===== config.mk =====
export PLATFORM = sky130hd
export DESIGN_NAME = mmio_uart_transmitter
export DESIGN_NICKNAME = d
export VERILOG_FILES = /design/src/rtl/mmio_uart_transmitter.sv
export SDC_FILE = /design/constraint.sdc
export NUM_CORES = 1
export LEC_CHECK = 0
export ABC_CLOCK_PERIOD_IN_PS = 2300
export CORE_MARGIN = 4
export CORE_UTILIZATION = 56
export DETAILED_ROUTE_END_ITERATION = 10
export GPL_TIMING_DRIVEN = 0
export PLACE_DENSITY = 0.76
export SLEW_MARGIN = 20
export SYNTH_ARGS = -nofsm -noshare
export SYNTH_HDL_FRONTEND = slang
export SYNTH_SLANG_ARGS = --single-unit
export TNS_END_PERCENT = 50

===== constraint.sdc =====
create_clock -name clk -period 2.3 [get_ports clk]
set_input_delay 0.46 -clock clk [delete_from_list [all_inputs] [get_ports clk]]
set_output_delay 0.46 -clock clk [all_outputs]
set_load 0.05 [all_outputs]

===== src/rtl/mmio_uart_transmitter.sv =====
// MMIO byte console: buffers CPU stores in a FIFO and shifts them out as 8N1 UART, LSB first.
// Define UART_TX_PARITY_EN to insert an even-parity bit after the data bits (8E1, 11-bit frame).
module mmio_uart_transmitter #(
  parameter int CLOCKS_PER_BIT  = 868,
  parameter int FIFO_DEPTH_LOG2 = 4
) (
  input  logic       clk,
  input  logic       reset_n,
  input  logic       write_strobe,
  input  logic [7:0] write_data,
  output logic       fifo_full,
  output logic       fifo_empty,
  output logic       busy,
  output logic       overflow,
  output logic       tx
);

  localparam int PTR_W  = FIFO_DEPTH_LOG2 + 1;
  localparam int DEPTH  = 1 << FIFO_DEPTH_LOG2;
  localparam int BAUD_W = (CLOCKS_PER_BIT > 1) ? $clog2(CLOCKS_PER_BIT) : 1;
  localparam logic [BAUD_W-1:0] BAUD_RELOAD = BAUD_W'(CLOCKS_PER_BIT - 1);
  localparam logic [BAUD_W-1:0] BAUD_ZERO   = {BAUD_W{1'b0}};
  localparam logic [BAUD_W-1:0] BAUD_ONE    = BAUD_W'(1);
  localparam logic [PTR_W-1:0]  PTR_ONE     = PTR_W'(1);

`ifdef UART_TX_PARITY_EN
  typedef enum logic [2:0] {
    ST_IDLE   = 3'd0,
    ST_START  = 3'd1,
    ST_DATA   = 3'd2,
    ST_PARITY = 3'd3,
    ST_STOP   = 3'd4
  } state_t;

  function automatic logic even_parity(input logic [7:0] data);
    return ^data;
  endfunction
`else
  typedef enum logic [2:0] {
    ST_IDLE  = 3'd0,
    ST_START = 3'd1,
    ST_DATA  = 3'd2,
    ST_STOP  = 3'd4
  } state_t;
`endif

  logic [7:0]        mem_r [0:DEPTH-1];
  logic [PTR_W-1:0]  wr_ptr_r, rd_ptr_r, wr_ptr_next_s, rd_ptr_next_s;
  state_t            state_r, state_next_s;
  logic [BAUD_W-1:0] baud_r, baud_next_s;
  logic [2:0]        bit_r, bit_next_s;
  logic [7:0]        shift_r, shift_next_s;
  logic              full_r, empty_r, busy_r, overflow_r, tx_r;
  logic              wr_en_s, pop_s, full_next_s, empty_next_s, busy_next_s, tx_next_s;
  logic [7:0]        head_s;
`ifdef UART_TX_PARITY_EN
  logic              parity_r, parity_next_s;
`endif

  // Full is taken from the registered flag so a same-cycle pop never frees room for a strobe.
  assign wr_en_s = write_strobe & ~full_r;
  assign head_s  = mem_r[rd_ptr_r[FIFO_DEPTH_LOG2-1:0]];

  // Frame sequencer: next state, baud/bit counters, shift register and pop request.
  always_comb begin
    state_next_s = state_r;
    baud_next_s  = baud_r;
    bit_next_s   = bit_r;
    shift_next_s = shift_r;
    pop_s        = 1'b0;
`ifdef UART_TX_PARITY_EN
    parity_next_s = parity_r;
`endif
    case (state_r)
      ST_IDLE: begin
        if (!empty_r) begin
          pop_s        = 1'b1;
          state_next_s = ST_START;
          baud_next_s  = BAUD_RELOAD;
        end else begin
          state_next_s = ST_IDLE;
        end
      end
      ST_START: begin
        if (baud_r == BAUD_ZERO) begin
          state_next_s = ST_DATA;
          bit_next_s   = 3'd0;
          baud_next_s  = BAUD_RELOAD;
        end else begin
          baud_next_s = baud_r - BAUD_ONE;
        end
      end
      ST_DATA: begin
        if (baud_r == BAUD_ZERO) begin
          baud_next_s  = BAUD_RELOAD;
          shift_next_s = {1'b0, shift_r[7:1]};
          if (bit_r == 3'd7) begin
`ifdef UART_TX_PARITY_EN
            state_next_s = ST_PARITY;
`else
            state_next_s = ST_STOP;
`endif
          end else begin
            bit_next_s = bit_r + 3'd1;
          end
        end else begin
          baud_next_s = baud_r - BAUD_ONE;
        end
      end
`ifdef UART_TX_PARITY_EN
      ST_PARITY: begin
        if (baud_r == BAUD_ZERO) begin
          state_next_s = ST_STOP;
          baud_next_s  = BAUD_RELOAD;
        end else begin
          baud_next_s = baud_r - BAUD_ONE;
        end
      end
`endif
      ST_STOP: begin
        if (baud_r == BAUD_ZERO) begin
          baud_next_s = BAUD_RELOAD;
          if (!empty_r) begin
            pop_s        = 1'b1;
            state_next_s = ST_START;
          end else begin
            state_next_s = ST_IDLE;
          end
        end else begin
          baud_next_s = baud_r - BAUD_ONE;
        end
      end
      default: begin
        state_next_s = ST_IDLE;
        baud_next_s  = BAUD_ZERO;
      end
    endcase
    if (pop_s) begin
      shift_next_s = head_s;
`ifdef UART_TX_PARITY_EN
      parity_next_s = even_parity(head_s);
`endif
    end else begin
      shift_next_s = shift_next_s;
    end
  end

  // Pointer updates, status flags and the line level, all derived from next-cycle values.
  always_comb begin
    wr_ptr_next_s = wr_ptr_r;
    rd_ptr_next_s = rd_ptr_r;
    tx_next_s     = 1'b1;
    if (wr_en_s) begin
      wr_ptr_next_s = wr_ptr_r + PTR_ONE;
    end else begin
      wr_ptr_next_s = wr_ptr_r;
    end
    if (pop_s) begin
      rd_ptr_next_s = rd_ptr_r + PTR_ONE;
    end else begin
      rd_ptr_next_s = rd_ptr_r;
    end
    empty_next_s = (wr_ptr_next_s == rd_ptr_next_s);
    full_next_s  = (wr_ptr_next_s[PTR_W-1] != rd_ptr_next_s[PTR_W-1]) &&
                   (wr_ptr_next_s[PTR_W-2:0] == rd_ptr_next_s[PTR_W-2:0]);
    busy_next_s  = (state_next_s != ST_IDLE) | ~empty_next_s;
    case (state_next_s)
      ST_IDLE:   tx_next_s = 1'b1;
      ST_START:  tx_next_s = 1'b0;
      ST_DATA:   tx_next_s = shift_next_s[0];
`ifdef UART_TX_PARITY_EN
      ST_PARITY: tx_next_s = parity_next_s;
`endif
      ST_STOP:   tx_next_s = 1'b1;
      default:   tx_next_s = 1'b1;
    endcase
  end

  // State and status registers; reset drives the line idle without waiting for a clock.
  always_ff @(posedge clk or negedge reset_n) begin
    if (!reset_n) begin
      state_r    <= ST_IDLE;
      baud_r     <= BAUD_ZERO;
      bit_r      <= 3'd0;
      shift_r    <= 8'h00;
      wr_ptr_r   <= {PTR_W{1'b0}};
      rd_ptr_r   <= {PTR_W{1'b0}};
      full_r     <= 1'b0;
      empty_r    <= 1'b1;
      busy_r     <= 1'b0;
      overflow_r <= 1'b0;
      tx_r       <= 1'b1;
`ifdef UART_TX_PARITY_EN
      parity_r   <= 1'b0;
`endif
    end else begin
      state_r    <= state_next_s;
      baud_r     <= baud_next_s;
      bit_r      <= bit_next_s;
      shift_r    <= shift_next_s;
      wr_ptr_r   <= wr_ptr_next_s;
      rd_ptr_r   <= rd_ptr_next_s;
      full_r     <= full_next_s;
      empty_r    <= empty_next_s;
      busy_r     <= busy_next_s;
      overflow_r <= overflow_r | (write_strobe & full_r);
      tx_r       <= tx_next_s;
`ifdef UART_TX_PARITY_EN
      parity_r   <= parity_next_s;
`endif
    end
  end

  // FIFO storage; contents need no reset because the pointers define validity.
  always_ff @(posedge clk) begin
    if (wr_en_s) begin
      mem_r[wr_ptr_r[FIFO_DEPTH_LOG2-1:0]] <= write_data;
    end
  end

  assign fifo_full  = full_r;
  assign fifo_empty = empty_r;
  assign busy       = busy_r;
  assign overflow   = overflow_r;
  assign tx         = tx_r;

endmodule


; Word level (Yosys, flattened, before mapping)
; Memories as Yosys holds them, arrays and structs flattened.
; Index checks and enable logic that the tools add are counted.
[op_classes]
add_sub_neg = 4
n_mul = 0
div_mod_pow = 0
magnitude_cmp = 0
eq_ne = 13
n_shift = 0
n_mux = 24
bitwise = 6
n_reduce_logical = 10
[op_table]
columns = op, count
row1 = $mux W8, 3
row2 = $mux W3, 7
row3 = $mux W10, 2
row4 = $pmux W10 S2, 1
row5 = $pmux W3 S4, 1
row6 = $add A5 B1 Y5 const B, 2
row7 = $logic_not A10 Y1, 1
row8 = $mux W5, 2
row9 = $sub A10 B1 Y10 const B, 1
row10 = $ne A2 B2 Y1 const B, 4
row11 = $eq A3 B1 Y1 const B, 2
row12 = $eq A3 B2 Y1 const B, 2
row13 = $eq A3 B3 Y1 const B, 2
row14 = $pmux W3 S2, 1
row15 = $reduce_bool A2 Y1, 3
row16 = $eq A5 B5 Y1, 1
row17 = $mux W1, 5
row18 = $eq A4 B4 Y1, 1
row19 = $pmux W1 S2, 2
row20 = $reduce_and A4 Y1, 1
row21 = $add A3 B1 Y3 const B, 1
row22 = $logic_not A3 Y1, 1
row23 = $reduce_bool A3 Y1, 1
row24 = $reduce_or A3 Y1, 1
row25 = other kinds (6), 9
[word_totals]
register_bits = 39
latch_bits = 0
ramBits = 128
rom_bits = 0
in_bits = 11
output_inout_bits = 5
elab_cells = 70
mem_count = 1
[mem_list]
columns = name, words, word_bits, rd, rd_ports_with_merged_regs, write_ports, line
row1 = mem_r, 16, 8, 1, 0, 1, 47  ; logic [7:0] mem_r [0:DEPTH-1];

; Logic depth before layout (Yosys ltp)
; Gate-level depths: netlist of run 1.
[depth]
word_depth = 7
ltp_mapped = 9
mapped_depth_nobuf = 8

; Least setup slack after synthesis of run 1
; OpenSTA, ideal clock, no wires.
[synth_path]
path_type = register to register
from = reg full_r (netlist: fifo_full)
to = reg busy_r (netlist: busy)
setup_time_ns = 0.139
arrival_ns = 2.395
t_required_ns = 2.161
setup_slack_ns = -0.234
path_stages_with_launch = 8
n_path_buf = 1
period_less_slack_ns = 2.534
path_cell_list = dfrtp_1 -> buf_2 -> nand2b_1 -> nor2_1 -> xor2_1 -> xnor2_1 -> xnor2_1 -> or4_1
[synth_via]
elab_chain_cells = 6
[synth_lines]
columns = item, line
row1 = start: declaration, 53  ; logic full_r, empty_r, busy_r, overflow_r, tx_r;
row2 = start signal: assignment, 203  ; full_r <= full_next_s;
row3 = $not A1 Y1, 61  ; assign wr_en_s = write_strobe & ~full_r;
row4 = $and A1 B1 Y1, 61
row5 = $mux W5, 153  ; if (wr_en_s) begin
row6 = net wr_ptr_next_s[4], 48  ; logic [PTR_W-1:0] wr_ptr_r, rd_ptr_r, wr_ptr_next_s, rd_ptr_next_s;
row7 = $eq A5 B5 Y1, 163  ; empty_next_s = (wr_ptr_next_s == rd_ptr_next_s);
row8 = $not A1 Y1, 166  ; busy_next_s = (state_next_s != ST_IDLE) | ~empty_next_s;
row9 = $or A1 B1 Y1, 166
row10 = net busy_next_s, 54  ; logic wr_en_s, pop_s, full_next_s, empty_next_s, busy_next_s, tx_next_s;
row11 = end signal: assignment, 205  ; busy_r <= busy_next_s;
row12 = end: declaration, 53
; The timed path passes the listed nets, and every way through them passes these cells.
; A chain may end at the register's enable or synchronous reset.

; Final worst setup path of run 1
[layout_path]
from = reg baud_r[0]
to = reg busy_r (netlist: busy)
[layout_via]
elab_chain_cells = 7
elab_cells_between_ends = 12
classes_between = eq/ne: 1 / mux: 7 / bitwise: 2 / reduce/logical: 2
[layout_lines]
columns = item, line
row1 = start: declaration, 50  ; logic [BAUD_W-1:0] baud_r, baud_next_s;
row2 = start signal: assignment, 198  ; baud_r <= baud_next_s;
row3 = $logic_not A10 Y1 *, "85, 94, 121"
row4 = $mux W1, 121  ; if (baud_r == BAUD_ZERO) begin
row5 = $pmux W1 S2, 74  ; case (state_r)
row6 = $mux W5, 158  ; if (pop_s) begin
row7 = $eq A5 B5 Y1, 163
row8 = $not A1 Y1, 166
row9 = $or A1 B1 Y1 *, 166
row10 = net busy_next_s, 54
; Mark *: on every way through the listed nets, which the timed path passes. The rest lies on a longest branch.

==> results.py, run 1 <==
metrics = {
    "placement": {
        "place.port_buffers": 15,
        "pre_cts_slack_ns": -0.590,
        "place.gp.congestion": 0.847,
        "placement.cell_area_um2": 7570,
        "post-dp-hpwl_um": 9570,
    },
    "drt": {
        "wl_um": 13900,
        "drt_pass1_iterations": 5,
        "dr.first_iter.drc_count": 386,
        "remaining_drc_errors": 0,
        "vias_per_cell": 5.94,
        "drt_antenna_net_count": 0,
        "routed-via-count": 3877,
        "wl_per_cell_um": 21.3,
    },
    "global_routing": {
        "grt_pass1_wl_um": 22600,
        "grt_remaining_overflow": 0,
        "initial_antenna_violation_count": 0,
        "grt_max_degree": 21,
        "first_global_vias": 4031,
        "grt.total_usage_pct": 21.2,
    },
    "worst_setup_path": {
        "crit_buf_inv": 2,
        "critPathTopFamily": "simple AND/OR/NAND/NOR gates",
        "cp_data_arrival_time_ns": 2.61,
        "rrSetupSlack_ns": -0.02,
        "crit_chain": "inv_2, ha_4, nor4b_4, buf_4, a31o_4, and3_4, and3_4, xnor2_4, or4_4",
        "setup.worst_path.end_class": "flip-flop",
        "critPathRequiredTime_ns": 2.59,
        "worst-setup-path-type": "flip-flop to flip-flop",
        "start_kind": "flip-flop",
        "critPathSlowestCell": "or4_4",
        "regToRegEndpoint": "busy",
        "slowest_delay_ns": 0.51,
        "critPathMaxFanout": 5,
        "worstRegToRegCells": 9,
        "critical-path-top-cell-by-count": "and3_4",
        "worst_r2r_startpoint": "baud_r[0]",
    },
    "synthesis": {
        "ys_dominant_reg_cell": "edfxtp_1",
        "ys_seq_elements": 167,
        "netlist_instances": 424,
        "synth_mux_area_share_pct": 14.1,
        "ys_warn_count": 0,
        "synth_fp_nets": 443,
        "seq_area_frac_synth_pct": 67.8,
        "syn-cell-area_um2": 7110,
        "async_flop_share_pct": 23.4,
        "synth-compound-area-share_pct": 3.84,
        "synth-xor-area-share_pct": 2.85,
        "synth_cell_types": 51,
        "adder_cell_fraction_of_synth_area_pct": 1.55,
        "avgSynthCellArea_um2": 16.8,
        "synth_edf_count": 128,
        "dominant_combinational_cell_family_by_area_after_synthesis": "multiplexers",
        "post_synth_and_or_nand_nor_area_fraction_pct": 8.09,
    },
    "cts": {
        "tritoncts.num_buffers": 17,
        "clkLatencyLatePin_ns": 0.42,
        "clock_tree.buffer_depth": 2,
        "clock-sinks": 167,
        "ctsRootBufferMaster": "clkbuf_16",
        "htreeDepth": 4,
        "tritoncts": "built",
        "clkTransAtPathRegs_ns": 0.07,
    },
    "die": {
        "overall_die_height_um": 121,
        "die_outline_width_um": 121,
        "floorplan.core_area_um2": 12200,
        "fp.dieArea_um2": 14600,
        "effective_utilization_at_floorplan_pct": 58.2,
        "placement_rows": 40,
        "floorplan.io_pins": 16,
    },
    "min_path": {
        "min-delay-start": "overflow",
        "holdPathEnd": "overflow",
        "tightest_hold_check_type": "flip-flop to flip-flop",
        "number_of_cells_traversed_by_the_worst_hold_path": 1,
    },
    "sta": {
        "worstMarginPinSlew_ns": 0.906,
        "clock.fmax_ghz": 0.431,
        "finalSetupViolCount": 1,
        "final_period_minus_worst_setup_slack_ns": 2.32,
        "maxSlewHeadroom_pct": 39.4,
        "finClkSkew_ns": 0.00851,
        "layout_setup_ws_ns": -0.0178,
        "slew_limit_fails": 0,
        "timing.final.crit_share_pct": 101,
        "totalNegativeSetupSlack_ns": -0.0178,
        "setup_repair_after_global_routing_missed_its_margin": "yes",
        "hold_viol_final": 0,
    },
    "power_and_ir_drop": {
        "vdd_drop_max_uv": 936,
        "power.total_w": 0.00936,
        "total_leakage_power_nw": 3.00,
        "power_density_nw_per_um2": 1120,
    },
    "cells_and_area": {
        "fillers": 807,
        "area.growth.synth_to_final_pct": 17.6,
        "postLayoutCellArea_um2": 8360,
        "number_of_inserted_diodes": 0,
        "finish.net_count": 491,
        "share_of_post_route_cells_with_drive_strength_above_1_pct": 28.7,
    },
    "outcome": {
        "status": "complete, but fails checks",
        "violated_checks": "negative setup slack",
    },
    "flow_run": {
        "drv.max_cap_violation_count": 0,
    },
}
-- worst max path at each step --
stage | slack [ns] | from | end | cells after the start
6_report | -0.02 | baud_r[0] | busy | 9
5_1_grt | -0.12 | baud_r[1] | busy | 10
4_1_cts | 0.002 | rd_ptr_r[0] | shift_r[6] | 6
3_5_place_dp | -0.59 | write_strobe | busy | 7
3_3_place_gp | -0.76 | write_strobe | mem_r[1][3] | 4
2_1_floorplan | 0.07 | fifo_full | busy | 7
-- area by class of cell --
type                    count  area, um^2  share of cell area [%]
inverters                   9        33.8                   0.404
repair buffers             32         309                    3.70
multi-input cells         228        2310                    27.7
clock inverters            15         141                    1.69
flip-flops and latches    167        4820                    57.7
well taps                 168         210                    2.51
plain buffers              17         106                    1.27
clock buffers              17         425                    5.09
-- Yosys cell counts (7+ instances only) --
cell type | number | share of area, %
clkbuf_1 | 12 | 0.63
dfrtp_1 | 37 | 13
edfxtp_1 | 128 | 54
ha_1 | 8 | 1.4
inv_1 | 8 | 0.42
mux2i_1 | 8 | 1.1
mux4_2 | 40 | 13
nand2_1 | 29 | 1.5
nand3_1 | 7 | 0.49
nor2_1 | 24 | 1.3
nor3_1 | 16 | 1.1
o21ai_0 | 19 | 1.3
xnor2_1 | 11 | 1.4
xor2_1 | 7 | 0.86
-- placed cells by master (no fill, tap or decap), types with 7 or more instances in the layout --
master and n:
nand2_1 27, xnor2_1 10, edfxtp_1 128, xor2_1 7
mux2i_1 8, buf_4 16, clkdlybuf4s50_1 12, o21ai_0 18
nand3_1 7, clkbuf_16 17, ha_1 7, mux4_2 40
nor2_1 23, nor3_2 11, dfrtp_1 36
-- worst register-to-register path, stage by stage, from the launching register on --
cell and delay, ns:
dfrtp_1 0.39, inv_2 0.09, ha_4 0.14, nor4b_4 0.19, buf_4 0.18, a31o_4 0.20
and3_4 0.20, and3_4 0.22, xnor2_4 0.07, or4_4 0.51
-- stage by stage --
step / hold WS (ns) / std cells / util, %
after floorplan: 0.164 / 424 / -
after global placement: 0.437 / 607 / 61.3
after detailed placement: 0.443 / 612 / 62.0
after CTS: 0.459 / 652 / 67.8
after global routing: 0.472 / 653 / 68.5
final: 0.457 / 653 / 68.5
-- sequential cells by signal, summed over array words and instances (netlist names) --
register / count
tx: 1
fifo_empty: 1
wr_ptr_r: 5
shift_r: 8
overflow: 1
baud_r: 10
state_r: 3
mem_r: 128
busy: 1
fifo_full: 1
bit_r: 3
rd_ptr_r: 5
-- cell families after synthesis --
family,count (synthesis)
flops,167
simple gates,107
mux,50
compound gates,42
buf+inv,29
xor+xnor,20
fa+ha+maj,9
-- metal layers --
metal | track usage, % | vias up | wire [um]
li1 | - | 1746 | -
met1 | 29.0 | 2013 | 6000
met2 | 34.1 | 103 | 7150
met3 | 5.19 | 15 | 610
met4 | 6.23 | 0 | 157
met5 | 0 | - | 0
-- what timing repair did --
action,in CTS,in global routing
endpoints found under the hold margin,9,0
pin swaps,7,2
hold buffers,1,0
buffers inserted,7,4
setup endpoints to repair,12,17
resized for setup,19,14
-- report_power, final --
part           total, W  internal [W]  switching [W]
Combinational   0.00264       0.00129        0.00135
Clock           0.00271       0.00151        0.00120
Sequential      0.00401       0.00373       0.000283
Total           0.00936       0.00653        0.00283
Note: power is estimated with default switching activity, not from simulation.
==> run 2: changes to the inputs <==
--- a/config.mk
+++ b/config.mk
@@ -10,6 +10,7 @@
 export CORE_UTILIZATION = 56
 export DETAILED_ROUTE_END_ITERATION = 10
 export GPL_TIMING_DRIVEN = 0
+export HOLD_SLACK_MARGIN = 0.15
 export PLACE_DENSITY = 0.76
 export SLEW_MARGIN = 20
 export SYNTH_ARGS = -nofsm -noshare
==> results of run 2 <==
Final layout, timing and power as in run 1 (identical DEF).
==> run 3: changes to the inputs <==
--- a/config.mk
+++ b/config.mk
@@ -5,8 +5,6 @@
 export SDC_FILE = /design/constraint.sdc
 export NUM_CORES = 1
 export LEC_CHECK = 0
-export ABC_CLOCK_PERIOD_IN_PS = 2300
-export CORE_MARGIN = 4
 export CORE_UTILIZATION = 56
 export DETAILED_ROUTE_END_ITERATION = 10
 export GPL_TIMING_DRIVEN = 0
==> constraint.sdc (replaced) <==
create_clock -name clk -period 2.3 [get_ports clk]
set_input_delay 0.575 -clock clk [delete_from_list [all_inputs] [get_ports clk]]
set_output_delay 0.575 -clock clk [all_outputs]
set_load 0.05 [all_outputs]
==> run 3 against run 2 <==
  * The run still ends with negative setup slack left
  * Core utilization decreased by 0.11 points
  * Clock skew increased by 0.0071 ns
  * Routed wire length increased by 5.2%
  * Setup slack improved by 0.016 ns
  * Largest power group unchanged
  * Highest routed layer unchanged
==> results.py, run 3 (synthesis results as in run 1) <==
metrics = {
    "outcome": {
        "status": "complete, but fails checks",
        "violated_checks": "negative setup slack",
    },
    "cts": {
        "htreeDepth": 4,
        "tritoncts": "built",
        "clock-sinks": 167,
        "tritoncts.num_buffers": 17,
        "clkTransAtPathRegs_ns": 0.07,
        "ctsRootBufferMaster": "clkbuf_16",
        "clock_tree.buffer_depth": 2,
        "clkLatencyLatePin_ns": 0.44,
    },
    "worst_setup_path": {
        "rrSetupSlack_ns": -0.002,
        "cp_num_cells": 8,
        "startpoint": "baud_r[1]",
        "critPathRequiredTime_ns": 2.60,
        "critical-path-top-cell-by-count": "and3_4",
        "setup.worst_path.end_class": "flip-flop",
        "worstRegToRegCells": 8,
        "worst_r2r_startpoint": "baud_r[1]",
        "slowest_delay_ns": 0.51,
        "crit_buf_inv": 1,
        "crit_chain": "inv_2, ha_4, nor4b_4, a31o_4, and3_4, and3_4, xnor2_2, or4_1",
        "critPathSlowestCell": "or4_1",
        "worst_setup_path_endpoint": "busy",
        "critPathTopFamily": "simple AND/OR/NAND/NOR gates",
        "worst-setup-path-type": "flip-flop to flip-flop",
        "cp_data_arrival_time_ns": 2.60,
        "critPathMaxFanout": 8,
        "regToRegEndpoint": "busy",
        "start_kind": "flip-flop",
    },
    "cells_and_area": {
        "sequential_cell_area_um2": 4820,
        "final_common_cell": "edfxtp_1",
        "largest_register_ffs": 128,
        "multi_input_comb_area_um2": 2280,
        "area.growth.synth_to_final_pct": 17.4,
        "final_cell_mix": "128 x edfxtp_1, 40 x mux4_2, 36 x dfrtp_1",
        "share_of_post_route_cells_with_drive_strength_above_1_pct": 27.7,
        "finish.net_count": 486,
        "postLayoutCellArea_um2": 8350,
        "fillers": 815,
        "final_util_pct": 68.4,
        "number_of_inserted_diodes": 0,
    },
    "drt": {
        "drt_pass1_iterations": 5,
        "drt_antenna_net_count": 0,
        "wl_um": 14600,
        "remaining_drc_errors": 0,
        "vias_per_cell": 6.08,
        "dr.first_iter.drc_count": 363,
        "wl_per_cell_um": 22.6,
        "routed-via-count": 3939,
    },
    "placement": {
        "place.gp.congestion": 0.786,
        "post-dp-hpwl_um": 9210,
        "placement.cell_area_um2": 7540,
        "pre_cts_slack_ns": -0.697,
        "place.port_buffers": 15,
    },
    "sta": {
        "finClkSkew_ns": 0.0156,
        "final_period_minus_worst_setup_slack_ns": 2.30,
        "layout_setup_ws_ns": -0.00184,
        "hold_viol_final": 0,
        "finalSetupViolCount": 1,
        "slew_limit_fails": 0,
        "worstMarginPinSlew_ns": 0.969,
        "final.hold.worst_slack_ns": 0.467,
        "setup_repair_after_global_routing_missed_its_margin": "yes",
        "maxSlewHeadroom_pct": 35.2,
        "timing.final.crit_share_pct": 100,
        "clock.fmax_ghz": 0.434,
    },
    "power_and_ir_drop": {
        "total_leakage_power_nw": 3.01,
        "vdd_drop_max_uv": 702,
        "power.total_w": 0.00971,
        "power_density_nw_per_um2": 1160,
    },
    "die": {
        "fp.dieArea_um2": 13200,
        "die_outline_width_um": 115,
        "floorplan.core_area_um2": 12200,
        "floorplan.io_pins": 16,
        "overall_die_height_um": 115,
        "placement_rows": 40,
        "effective_utilization_at_floorplan_pct": 58.2,
    },
    "global_routing": {
        "initial_antenna_violation_count": 0,
        "grt_max_degree": 22,
        "grt.total_usage_pct": 24.9,
        "grt_remaining_overflow": 0,
        "grt_pass1_wl_um": 22700,
        "first_global_vias": 3912,
    },
    "min_path": {
        "tightest_hold_check_type": "flip-flop to flip-flop",
    },
    "flow_run": {
        "drv.max_cap_violation_count": 0,
    },
}
[run 3: cell count changes in the layout (fill, tap and decap cells not counted), moves of 2 or more]
| cell | change |
|---|---|
| buf_4 | -4 |
| bufinv_16 | +3 |
| clkinvlp_4 | -3 |
| inv_6 | +2 |
| nor3_2 | -2 |
[run 3: what timing repair did]
| item | 4_1_cts | 5_1_grt |
|---|---|---|
| buffers inserted | 1 | 8 |
| hold buffers | 1 | 0 |
| gates resized for setup | 17 | 16 |
| setup endpoints to repair | 13 | 24 |
| pin swaps | 1 | 7 |
| endpoints found under the hold margin | 17 | 0 |
[run 3: how the worst min path moves through the flow]
stage                     slack [ns]  cells past startpoint        end  startpoint
after detailed placement        0.44                      1   overflow    overflow
after global placement          0.44                      1   overflow    overflow
final                           0.47                      1   overflow    overflow
after CTS                       0.46                      1   overflow    overflow
after global routing            0.50                      1   overflow    overflow
after floorplan                 0.28                      0  baud_r[0]     reset_n
[run 3: layout make-up]
cell class                 instances  area share [%]
multi-input combinational        228            27.3
clock buffer                      17            5.10
tap                              168            2.52
clock inverter                    15            2.53
sequential                       167            57.8
timing repair buffer              26            3.00
inverter                           9           0.405
buffer                            18            1.33
[run 3: report_power, final]
| group | internal [W] | switching, W |
|---|---|---|
| Combinational | 0.00126 | 0.00136 |
| Clock | 0.00184 | 0.00121 |
| Sequential | 0.00373 | 0.000298 |
[run 3: through the flow]
step | setup TNS (ns) | cells
floorplan | 0 | 424
CTS | -0.0912 | 642
global placement | -57.84 | 607
global route | -0.106 | 648
finish | -0.00184 | 648
detailed placement | -25.07 | 608
[run 3: routing by layer]
| layer | GRT usage [%] | wire length (um) | up-vias | share of wire [%] |
|---|---|---|---|---|
| met5 | 0 | 0 | - | 0 |
| met4 | 10.4 | 335 | 0 | 2.3 |
| met3 | 6.03 | 831 | 22 | 5.7 |
| met2 | 39.2 | 7340 | 141 | 50 |
| met1 | 33.7 | 6120 | 2047 | 42 |
| li1 | - | - | 1729 | - |
